--- src/rtl/triangle_scheduler.sv ---
`default_nettype none
// ============================================================================
// Module   : triangle_scheduler
// Brief    : Walks one frame of scene triangles, resolves the three vertex
//            indices through the vertex table and issues one triangle per
//            valid/ready handshake towards the transform/raster pipeline.
// Revision : 1.0 - initial release
// ============================================================================
// Packing of the geometry buses (scene_objects side and tri_* outputs):
//   vertex   [29:0] = {x[9:0], y[9:0], z[9:0]}            (each signed)
//   triangle [20:0] = {v0[2:0], v1[2:0], v2[2:0], r, g, b} (colour 4b each)
//   tri_color[11:0] = {r, g, b}
// ============================================================================
module triangle_scheduler #(
    parameter int MAX_TRIS = 12
) (
    input  logic                        clk,
    input  logic                        rst,
    input  logic                        frame_start,
    input  logic [1:0]                  model_select_in,
    output logic [1:0]                  model_sel,
    input  logic [7:0][29:0]            scene_vertices,
    input  logic [MAX_TRIS-1:0][20:0]   scene_triangles,
    input  logic [3:0]                  num_triangles,
    output logic                        tri_valid,
    input  logic                        tri_ready,
    output logic [29:0]                 tri_v0,
    output logic [29:0]                 tri_v1,
    output logic [29:0]                 tri_v2,
    output logic [11:0]                 tri_color,
    output logic [3:0]                  tri_index,
    output logic                        tri_last,
    output logic                        frame_done,
    output logic                        busy,
    output logic                        overrun
);

    // ------------------------------------------------------------------------
    // Constants
    // ------------------------------------------------------------------------
    localparam logic [1:0] c_ST_IDLE  = 2'd0;
    localparam logic [1:0] c_ST_FETCH = 2'd1;
    localparam logic [1:0] c_ST_ISSUE = 2'd2;
    localparam logic [1:0] c_ST_DONE  = 2'd3;

    localparam int         c_IDX_W    = (MAX_TRIS > 1) ? $clog2(MAX_TRIS) : 1;
    localparam logic [4:0] c_MAX_CNT  = 5'(MAX_TRIS);

    // ------------------------------------------------------------------------
    // State and registered outputs
    // ------------------------------------------------------------------------
    logic [1:0]  r_state;
    logic [3:0]  r_idx;
    logic [3:0]  r_count;
    logic        r_first;       // first FETCH of the frame: count is re-sampled
    logic [1:0]  r_model_sel;
    logic        r_tri_valid;
    logic [29:0] r_tri_v0;
    logic [29:0] r_tri_v1;
    logic [29:0] r_tri_v2;
    logic [11:0] r_tri_color;
    logic [3:0]  r_tri_index;
    logic        r_tri_last;
    logic        r_frame_done;
    logic        r_busy;
    logic        r_overrun;

    // ------------------------------------------------------------------------
    // Combinational helpers
    // ------------------------------------------------------------------------
    logic [3:0]  w_num_clamped;
    logic [3:0]  w_count;
    logic [20:0] w_tri;

    // Clamp the source count, pick the count that is valid in this FETCH and
    // look up the current triangle.
    always_comb begin
        w_num_clamped = ({1'b0, num_triangles} > c_MAX_CNT) ? c_MAX_CNT[3:0]
                                                            : num_triangles;
        // The geometry source reacts combinationally to model_sel, so the
        // count seen in the first FETCH of a frame is the authoritative one.
        w_count       = r_first ? w_num_clamped : r_count;
        w_tri         = scene_triangles[r_idx[c_IDX_W-1:0]];
    end

    // Frame sequencer: IDLE -> (FETCH -> ISSUE)* -> DONE -> IDLE.
    always_ff @(posedge clk) begin
        if (rst) begin
            r_state      <= c_ST_IDLE;
            r_idx        <= 4'd0;
            r_count      <= 4'd0;
            r_first      <= 1'b0;
            r_model_sel  <= 2'd0;
            r_tri_valid  <= 1'b0;
            r_tri_v0     <= 30'd0;
            r_tri_v1     <= 30'd0;
            r_tri_v2     <= 30'd0;
            r_tri_color  <= 12'd0;
            r_tri_index  <= 4'd0;
            r_tri_last   <= 1'b0;
            r_frame_done <= 1'b0;
            r_busy       <= 1'b0;
            r_overrun    <= 1'b0;
        end else begin
            r_frame_done <= 1'b0;

            // A request outside IDLE is dropped but remembered.
            if (frame_start && (r_state != c_ST_IDLE)) begin
                r_overrun <= 1'b1;
            end

            case (r_state)
                c_ST_IDLE: begin
                    if (frame_start) begin
                        r_model_sel <= model_select_in;
                        r_count     <= w_num_clamped;
                        r_first     <= 1'b1;
                        r_idx       <= 4'd0;
                        r_overrun   <= 1'b0;
                        r_busy      <= 1'b1;
                        r_state     <= c_ST_FETCH;
                    end
                end

                c_ST_FETCH: begin
                    r_count <= w_count;
                    r_first <= 1'b0;
                    if (w_count == 4'd0) begin
                        r_frame_done <= 1'b1;
                        r_state      <= c_ST_DONE;
                    end else begin
                        r_tri_v0    <= scene_vertices[w_tri[20:18]];
                        r_tri_v1    <= scene_vertices[w_tri[17:15]];
                        r_tri_v2    <= scene_vertices[w_tri[14:12]];
                        r_tri_color <= w_tri[11:0];
                        r_tri_index <= r_idx;
                        r_tri_last  <= (r_idx == (w_count - 4'd1));
                        r_tri_valid <= 1'b1;
                        r_state     <= c_ST_ISSUE;
                    end
                end

                c_ST_ISSUE: begin
                    // Outputs are frozen here until the consumer accepts.
                    if (tri_ready) begin
                        r_tri_valid <= 1'b0;
                        if (r_tri_last) begin
                            r_frame_done <= 1'b1;
                            r_state      <= c_ST_DONE;
                        end else begin
                            r_idx   <= r_idx + 4'd1;
                            r_state <= c_ST_FETCH;
                        end
                    end
                end

                c_ST_DONE: begin
                    r_busy  <= 1'b0;
                    r_state <= c_ST_IDLE;
                end

                default: begin
                    r_state <= c_ST_IDLE;
                end
            endcase
        end
    end

    // ------------------------------------------------------------------------
    // Output mapping
    // ------------------------------------------------------------------------
    assign model_sel  = r_model_sel;
    assign tri_valid  = r_tri_valid;
    assign tri_v0     = r_tri_v0;
    assign tri_v1     = r_tri_v1;
    assign tri_v2     = r_tri_v2;
    assign tri_color  = r_tri_color;
    assign tri_index  = r_tri_index;
    assign tri_last   = r_tri_last;
    assign frame_done = r_frame_done;
    assign busy       = r_busy;
    assign overrun    = r_overrun;

endmodule
`default_nettype wire

--- config.mk ---
export PLATFORM = sky130hd
export DESIGN_NAME = triangle_scheduler
export DESIGN_NICKNAME = d
export VERILOG_FILES = /design/src/rtl/triangle_scheduler.sv
export SDC_FILE = /design/constraint.sdc
export NUM_CORES = 1
export LEC_CHECK = 0
export CAP_MARGIN = 20
export CORE_AREA = 3 3 240 242
export CTS_CLUSTER_SIZE = 28
export DETAILED_ROUTE_END_ITERATION = 10
export DIE_AREA = 0 0 243 245
export HOLD_SLACK_MARGIN = 0.03
export PLACE_DENSITY_LB_ADDON = 0.15
export SLEW_MARGIN = 20
export SYNTH_ARGS = -nofsm -noshare
export SYNTH_HDL_FRONTEND = slang
export SYNTH_SLANG_ARGS = --single-unit
--- constraint.sdc ---
create_clock -name clk -period 3.26 [get_ports clk]
set_clock_uncertainty 0.05 [all_clocks]
set_input_delay 0.652 -clock clk [delete_from_list [all_inputs] [get_ports clk]]
set_output_delay 0.652 -clock clk [all_outputs]
set_load 0.03 [all_outputs]
# Yosys cells after proc, flatten, opt, wreduce, memory -nomap -nowiden
# Cells that the tools add are included.
[classes] addsub=2 n_lt_le_gt_ge=5 n_eq_ne=8 muxes=34 bitwise=1 n_reduce_logical=15
[op_table] operator="30-bit binary-select mux with 3-bit select" n=3
[op_table] operator="30-bit two-way mux" n=3
[op_table] operator="21-bit binary-select mux with 4-bit select" n=1
[op_table] operator="4-bit two-way mux" n=6
[op_table] operator="21-bit two-way mux" n=1
[op_table] operator="4-bit case mux with 2 select lines" n=2
[op_table] operator="3-bit by 4-bit less-than comparator with 1-bit output (second input constant)" n=3
[op_table] operator="1-bit two-way mux" n=10
[op_table] operator="2-bit AND reduction" n=5
[op_table] operator="2-bit nonzero test" n=5
[op_table] operator="2-bit != test (second input constant)" n=4
[op_table] operator="1-bit case mux with 2 select lines" n=4
[op_table] operator="2-bit case mux with 4 select lines" n=1
[op_table] operator="2-bit two-way mux" n=3
[op_table] operator="4-bit by 5-bit less-than comparator with 1-bit output (second input constant)" n=1
[op_table] operator="4-bit by 1-bit adder with 4-bit output (second input constant)" n=1
[op_table] operator="2-bit equality test (second input constant)" n=2
[op_table] operator="4-bit equality test" n=1
[op_table] operator="4-bit greater-than comparator (second input constant)" n=1
[op_table] operator="4-bit zero test" n=1
[op_table] operator="4-bit AND reduction" n=1
[op_table] operator="4-bit by 1-bit subtractor with 4-bit output (second input constant)" n=1
[op_table] operator="3-bit AND reduction" n=1
[op_table] operator="2-bit by 1-bit equality test with 1-bit output (second input constant)" n=1
[op_table] operator="other kinds (3)" n=3
[totals] regBits=124 input_bits=502 wordCells=80

# Depth between registers and ports, before layout
# Gate-level depths: netlist (run 1).
[depth] depth_word=6 depth_mapped=11

# Worst setup path before layout (run 1)
# OpenSTA, ideal clock, no wires.
[synth_path] path_kind="input to register" from="input port num_triangles[2]" to="register r_tri_v1[10], in the netlist tri_v1[10]" setup_time_ns=0.117 arrival_time_ns=2.314 path_slack_ns=0.778 stages=7 path_cell_list="or3b_1 > a221o_1 > o211ai_2 > buf_2 > buf_1 > a21oi_1 > a32o_1"
[synth_between] elab_chain_len=6
[synth_rtl] element="from (decl)" line_no="24" source="input logic [3:0] num_triangles,"
[synth_rtl] element="4-bit greater-than comparator" line_no="78" source="w_num_clamped = ({1'b0, num_triangles} > c_MAX_CNT) ? c_MAX_CNT[3:0]"
[synth_rtl] element="4-bit two-way mux (*)" line_no="78"
[synth_rtl] element="4-bit two-way mux (*)" line_no="82" source="w_count = r_first ? w_num_clamped : r_count;"
[synth_rtl] element="4-bit zero test (*)" line_no="128" source="if (w_count == 4'd0) begin"
[synth_rtl] element="1-bit inverter (no source line) (*)"
[synth_rtl] element="2-bit AND reduction (no source line) (*)"
[synth_rtl] element="to (signal assigned)" line_no="133" source="r_tri_v1 <= scene_vertices[w_tri[17:15]];"
[synth_rtl] element="to (decl)" line_no="59" source="logic [29:0] r_tri_v1;"
# Every way passes the cells marked *; elsewhere a longest branch is shown, timed or not.
# A chain may end at the register's enable or synchronous reset.

# Worst setup path in the final report (run 1)
[layout_path] from="register r_idx[0]" to="register r_tri_v0[28], in the netlist tri_v0[28]"
[layout_between] elab_chain_len=4
[layout_rtl] element="from (decl)" line_no="53" source="logic [3:0] r_idx;"
[layout_rtl] element="from (signal assigned)" line_no="151" source="r_idx <= r_idx + 4'd1;"
[layout_rtl] element="21-bit binary-select mux with 4-bit select" line_no="83" source="w_tri = scene_triangles[r_idx[c_IDX_W-1:0]];"
[layout_rtl] element="21-bit two-way mux (not written as such)" line_no="83"
[layout_rtl] element="30-bit binary-select mux with 3-bit select" line_no="132" source="r_tri_v0 <= scene_vertices[w_tri[20:18]];"
[layout_rtl] element="30-bit two-way mux (not written as such)" line_no="132"
[layout_rtl] element="to (signal assigned)" line_no="132"
[layout_rtl] element="to (decl)" line_no="58" source="logic [29:0] r_tri_v0;"
# No other way between the ends. The select of a mux whose other input is x is not followed.

==> results_dict.tcl, run 1 <==
set metrics [dict create \
    yosysSeqAreaShare_pct 21.0 \
    vias 14000 \
    clk_pin_slew_ns 0.07 \
    syn-num-nets 1815 \
    start_kind "register" \
    grt_pass1_vias 14600 \
    worst_hold_path.num_cells 2 \
    drc 0 \
    yosysWarnings 0 \
    grt_max_degree 51 \
    finalSetupViolCount 0 \
    drv_slew 0 \
    syn_inst 1307 \
    hpwl_mm 57.0 \
    finalCriticalPeriod_ns 2.98 \
    synth_compound_area_share_pct 21.5 \
    die_w_um 243 \
    grt_use_total_pct 23.6 \
    initial_core_util_pct 21.4 \
    hold_path.class "reg -> reg" \
    avgSynthCellArea_um2 9.05 \
    crit_type "reg -> reg" \
    synth_top_family_by_area "multiplexers" \
    postCtsSetupBuffers 0 \
    postPlaceCellArea_um2 19400 \
    drive_gt1_share_pct 11.3 \
    cts_sinks 124 \
    clock-root-buffer "clkbuf_16" \
    htree_num_levels 4 \
    ys_seq_elements 124 \
    vdd_drop_max_mv 0.314 \
    yosysTopAreaCell "mux2i_1" \
    clkLatencyLatePin_ns 0.46 \
    yosysTopAreaCellShare_pct 27.0 \
    fin_crit_sh_pct 91.3 \
    rsz0062_at_grt "false" \
    drv_cap 0 \
    hold_viol 0 \
    cts_hold_buf 0 \
    port_buffers 614 \
    dr.pass1.iters 7 \
    worstPathRequired_ns 3.61 \
    grt_pass1_wl_mm 103 \
    syn-cell-area_um2 11800 \
    gr-total-overflow 0 \
    final_area_um2 20100 \
    finalNetCount 2405 \
    fmax_ghz 0.336 \
    drt_wl_total_mm 72.5 \
    mostFrequentLayoutCell "clkdlybuf4s50_1" \
    synthXorXnorAreaFrac_pct 0.370 \
    cts_made_buffers 17 \
    reg2regPathDepth 8 \
    p_leak_uw 0.00769 \
    ff2ff_setup_slack_ns 0.28 \
    status "finished clean" \
    cts_buffer_depth 2 \
    arrival_ns 3.32 \
    antenna_found_initial 26 \
    ant_nets 0 \
    utilization_pct 36.4 \
    nFillCells 5671 \
    tritoncts "done" \
    first_iter_violations 891 \
    power_density_nw_per_um2 513 \
    setup_tns_ns 0 \
    synthMuxAreaShare_pct 39.6 \
    path_max_fanout 40 \
    core-area_um2 55300 \
    dieArea_um2 59500 \
    via_per_inst 5.22 \
    post_cts_resized 0 \
    ys_types 52 \
    synthTopCellsByArea "mux2i_1 27%, dfxtp_1 21%, mux4_2 12%, nand2_1 6.7%, a32o_1 4.9%" \
    relSlewSlack_pct 47.7 \
    end_kind "register" \
    dieHeight_um 245 \
    globalplace.congestion 0.848 \
    syn_to_final_growth_pct 70.1 \
    top_level_ports 615 \
    synth_adder_area_share_pct 0.635 \
    synthSimpleGateAreaFrac_pct 10.7 \
    drt-wirelength-per-cell_um 27.1 \
    worst_slew_pin_slew_ns 0.776 \
    num_rows 86 \
    mostFrequentLayoutCells "613 x clkdlybuf4s50_1, 319 x mux2i_1, 211 x nand2_1, 121 x dfxtp_1, 83 x a21oi_1" \
]
[stage by stage]
step,total power (uW),hold WS (ns),cells,setup slack (ns)
6_report,10300,0.392,2675,0.284
5_1_grt,10800,0.422,2671,0.180
4_1_cts,10500,0.392,2658,0.291
3_5_place_dp,8220,0.383,2626,0.0332
3_3_place_gp,8180,0.379,2626,0.0199
2_1_floorplan,5360,0.402,1307,0.778
[path summary, 6_finish.rpt]
path,start,end
min reg2reg,tri_v2[10],tri_v2[10]
max,r_idx[0],tri_v0[28]
max reg2reg,r_idx[0],tri_v0[28]
min,tri_v2[10],tri_v2[10]
[registers in the layout (all words and copies together) (netlist names), 2 cells and up, named ones only]
name and flops:
model_sel 2, r_count 4, r_state 2, tri_v2 30
tri_v0 30, tri_color 12, tri_index 4, r_idx 4
tri_v1 30
[synthesized netlist by cell type, drive strengths merged]
master / instances
o21ai: 47
clkbuf: 48
or3: 4
a41oi: 1
or2: 1
o21a: 2
and3: 3
a21oi: 87
a31o: 3
a222oi: 25
a31oi: 5
a21boi: 2
xnor2: 4
nor2b: 7
nor2: 31
a221oi: 3
a32oi: 26
a32o: 58
inv: 9
and2: 5
a211oi: 2
dfxtp: 124
xor2: 1
o211ai: 1
or3b: 1
buf: 82
a22oi: 45
nand2b: 1
mux2: 3
nor3: 1
a22o: 28
or4: 1
nand3: 39
ha: 6
o31ai: 1
mux2i: 319
nand2: 212
mux4: 65
a221o: 4
[cell families (layout without fill, tap and decap cells)]
logic type	count (synthesis)	in the layout
XOR/XNOR	5	5
buffers and inverters	139	742
AND/OR/NAND/NOR	306	306
AO/OA/AOI/OAI	340	340
multiplexers	387	387
adder cells (fa/ha/maj)	6	6
flip-flops	124	124
other	0	17
[worst max-delay path, stage by stage, from the launching register on]
cell and delay [ns]:
dfxtp_4 0.60, buf_4 0.30, mux4_2 0.58, nand2_1 0.22
nand2_4 0.12, buf_12 0.20, mux2i_1 0.21, a222oi_1 0.35
a22o_1 0.18
[metal layers]
layer | wire (um) | vias up | GRT usage [%]
li1 | - | 6290 | -
met4 | 2550 | 10 | 9.75
met1 | 27600 | 6823 | 26.7
met2 | 37200 | 713 | 42.4
met5 | 68 | - | 0
met3 | 5150 | 122 | 5.59
[power breakdown]
group | switching [uW] | leakage [uW] | internal [uW]
Combinational | 3160 | 0.00637 | 2680
Sequential | 332 | 0.00101 | 1970
Clock | 869 | 0.000310 | 1320
Total | 4360 | 0.00769 | 5970
[area by class of cell]
cell class | count | area, um^2 | share of cell area (%)
multi-input combinational | 1044 | 8760 | 43.5
clock buffer | 19 | 453 | 2.25
antenna | 17 | 42.5 | 0.211
timing repair buffer | 701 | 7220 | 35.9
clock inverter | 13 | 189 | 0.939
inverter | 9 | 33.8 | 0.168
sequential | 124 | 2490 | 12.4
tap | 748 | 936 | 4.65
Note: power is estimated with default switching activity, not from simulation.
==> inputs of run 2 (changes only) <==
Settings changed: PLACE_DENSITY_LB_ADDON 0.15 to not set, REMOVE_ABC_BUFFERS set to 1.
==> run 2 against run 1 <==
Worst hold slack got worse by 0.0042 ns; critical endpoint is now tri_v1[16]; fmax up 0.13%; sequential share of layout area hardly changed; via count did not move; largest cell class unchanged; clock power about the same; sequential power is essentially flat.
==> results_dict.tcl, run 2 (synthesized netlist as in run 1, its figures left out) <==
set metrics [dict create \
    status "finished clean" \
    whs_ns 0.388 \
    core-area_um2 55300 \
    place_inst 2624 \
    syn_to_final_growth_pct 70.6 \
    vias 14000 \
    drv_cap 0 \
    globalplace.congestion 0.922 \
    power_density_nw_per_um2 515 \
    finalWorstSetupSlack_ns 0.288 \
    fmax_ghz 0.336 \
    gr-total-overflow 0 \
    dieArea_um2 59500 \
    via_per_inst 5.22 \
    arrival_ns 3.28 \
    drc 0 \
    crit_type "reg -> reg" \
    finalNetCount 2404 \
    mostFrequentLayoutCell "clkdlybuf4s50_1" \
    finalCriticalPeriod_ns 2.97 \
    clk_pin_slew_ns 0.06 \
    cts_sinks 124 \
    grt_pass1_vias 14800 \
    grt_most_used_layer "met2" \
    tritoncts "done" \
    drv_slew 0 \
    finalNonFillerCells 2672 \
    p_leak_uw 0.00772 \
    num_rows 86 \
    grt_pass1_wl_mm 100 \
    drive_gt1_share_pct 11.0 \
    dp_slack_ns -0.101 \
    relSlewSlack_pct 60.5 \
    fin_crit_sh_pct 91.2 \
    cts_made_buffers 17 \
    clock-root-buffer "clkbuf_16" \
    rsz0062_at_grt "false" \
    worstPathRequired_ns 3.57 \
    ant_nets 0 \
    mostFrequentLayoutCells "613 x clkdlybuf4s50_1, 319 x mux2i_1, 211 x nand2_1, 121 x dfxtp_1, 83 x a21oi_1" \
    cts_hold_buf 0 \
    finalSetupViolCount 0 \
    die_w_um 243 \
    port_buffers 614 \
    vdd_drop_max_mv 0.446 \
    hold_path.class "reg -> reg" \
    grt_use_total_pct 23.0 \
    htree_num_levels 4 \
    post_cts_resized 0 \
    clkLatencyLatePin_ns 0.48 \
    cts_buffer_depth 2 \
    postCtsSetupBuffers 0 \
    hpwl_mm 55.4 \
    initial_core_util_pct 21.4 \
    first_iter_violations 1064 \
    use_met3_pct 5.28 \
    gr-usage-met2_pct 42.2 \
    p_total_uw 10400 \
    antenna_found_initial 17 \
    drt-wirelength-per-cell_um 26.6 \
    end_kind "register" \
    drt_wl_total_mm 71.0 \
    path_max_fanout 21 \
    grt_max_degree 53 \
    dr.pass1.iters 8 \
    dieHeight_um 245 \
    start_kind "register" \
    top_level_ports 615 \
    grtUsageMet1_pct 24.3 \
    worst_slew_pin_slew_ns 0.592 \
    hold_viol 0 \
]
==> run 2: changes by cell type in the layout (fill, tap and decap cells not counted), sizes merged <==
cell,delta
clkinvlp,-2
buf,-1
clkbuf,+5
inv,-1
clkinv,-3
diode,-1
==> run 2: report_power, final <==
part	leakage, uW	switching [uW]	internal (uW)
combinational	0.00639	3190	2720
clock	0.000310	825	1350
sequential	0.00101	339	1970
==> run 2: through the flow <==
step | TNS, ns | area, um^2 | utilization (%)
floorplan | -626.85 | 11100 | -
global placement | -0.650 | 19500 | 35.3
detailed placement | -1.41 | 19500 | 35.3
CTS | 0 | 20100 | 36.4
global route | 0 | 20200 | 36.5
finish | 0 | 20200 | 36.5
==> run 2: area by class of cell <==
type,instances,area (um^2)
flip-flops and latches,124,2490
fillers,5626,35100
clock buffers,24,492
well taps,748,936
inverters,9,33.8
repair buffers,700,7300
multi-input cells,1044,8760
diodes,16,40.0
clock inverters,7,135
==> run 2: worst max-delay path, stage by stage, from the launching register on <==
cell and delay, ns:
dfxtp_4 0.57, buf_4 0.23, mux2i_1 0.10, a22o_1 0.22
o31ai_4 0.55, buf_12 0.26, buf_12 0.21, mux2i_1 0.26
a22oi_1 0.10, a32o_1 0.25
==> run 2: routing by layer <==
layer	share of wire (%)	vias to the layer above
met3	6.9	144
met1	36	6825
met2	52	699
met4	4.9	4
li1	-	6286
met5	0.031	-
==> run 2: worst paths after layout <==
| check | depth (start not counted) | start | end | slack [ns] |
|---|---|---|---|---|
| max reg2reg | 9 | r_idx[0] | tri_v1[16] | 0.29 |
| min reg2reg | 2 | tri_v2[18] | tri_v2[18] | 0.39 |
| max | 9 | r_idx[0] | tri_v1[16] | 0.29 |
| min | 2 | tri_v2[18] | tri_v2[18] | 0.39 |
==> inputs of run 3 (changes only) <==
Settings changed: SETUP_SLACK_MARGIN set to 0.05.
==> results of run 3 <==
Final layout, timing and power as in run 2 (identical DEF).
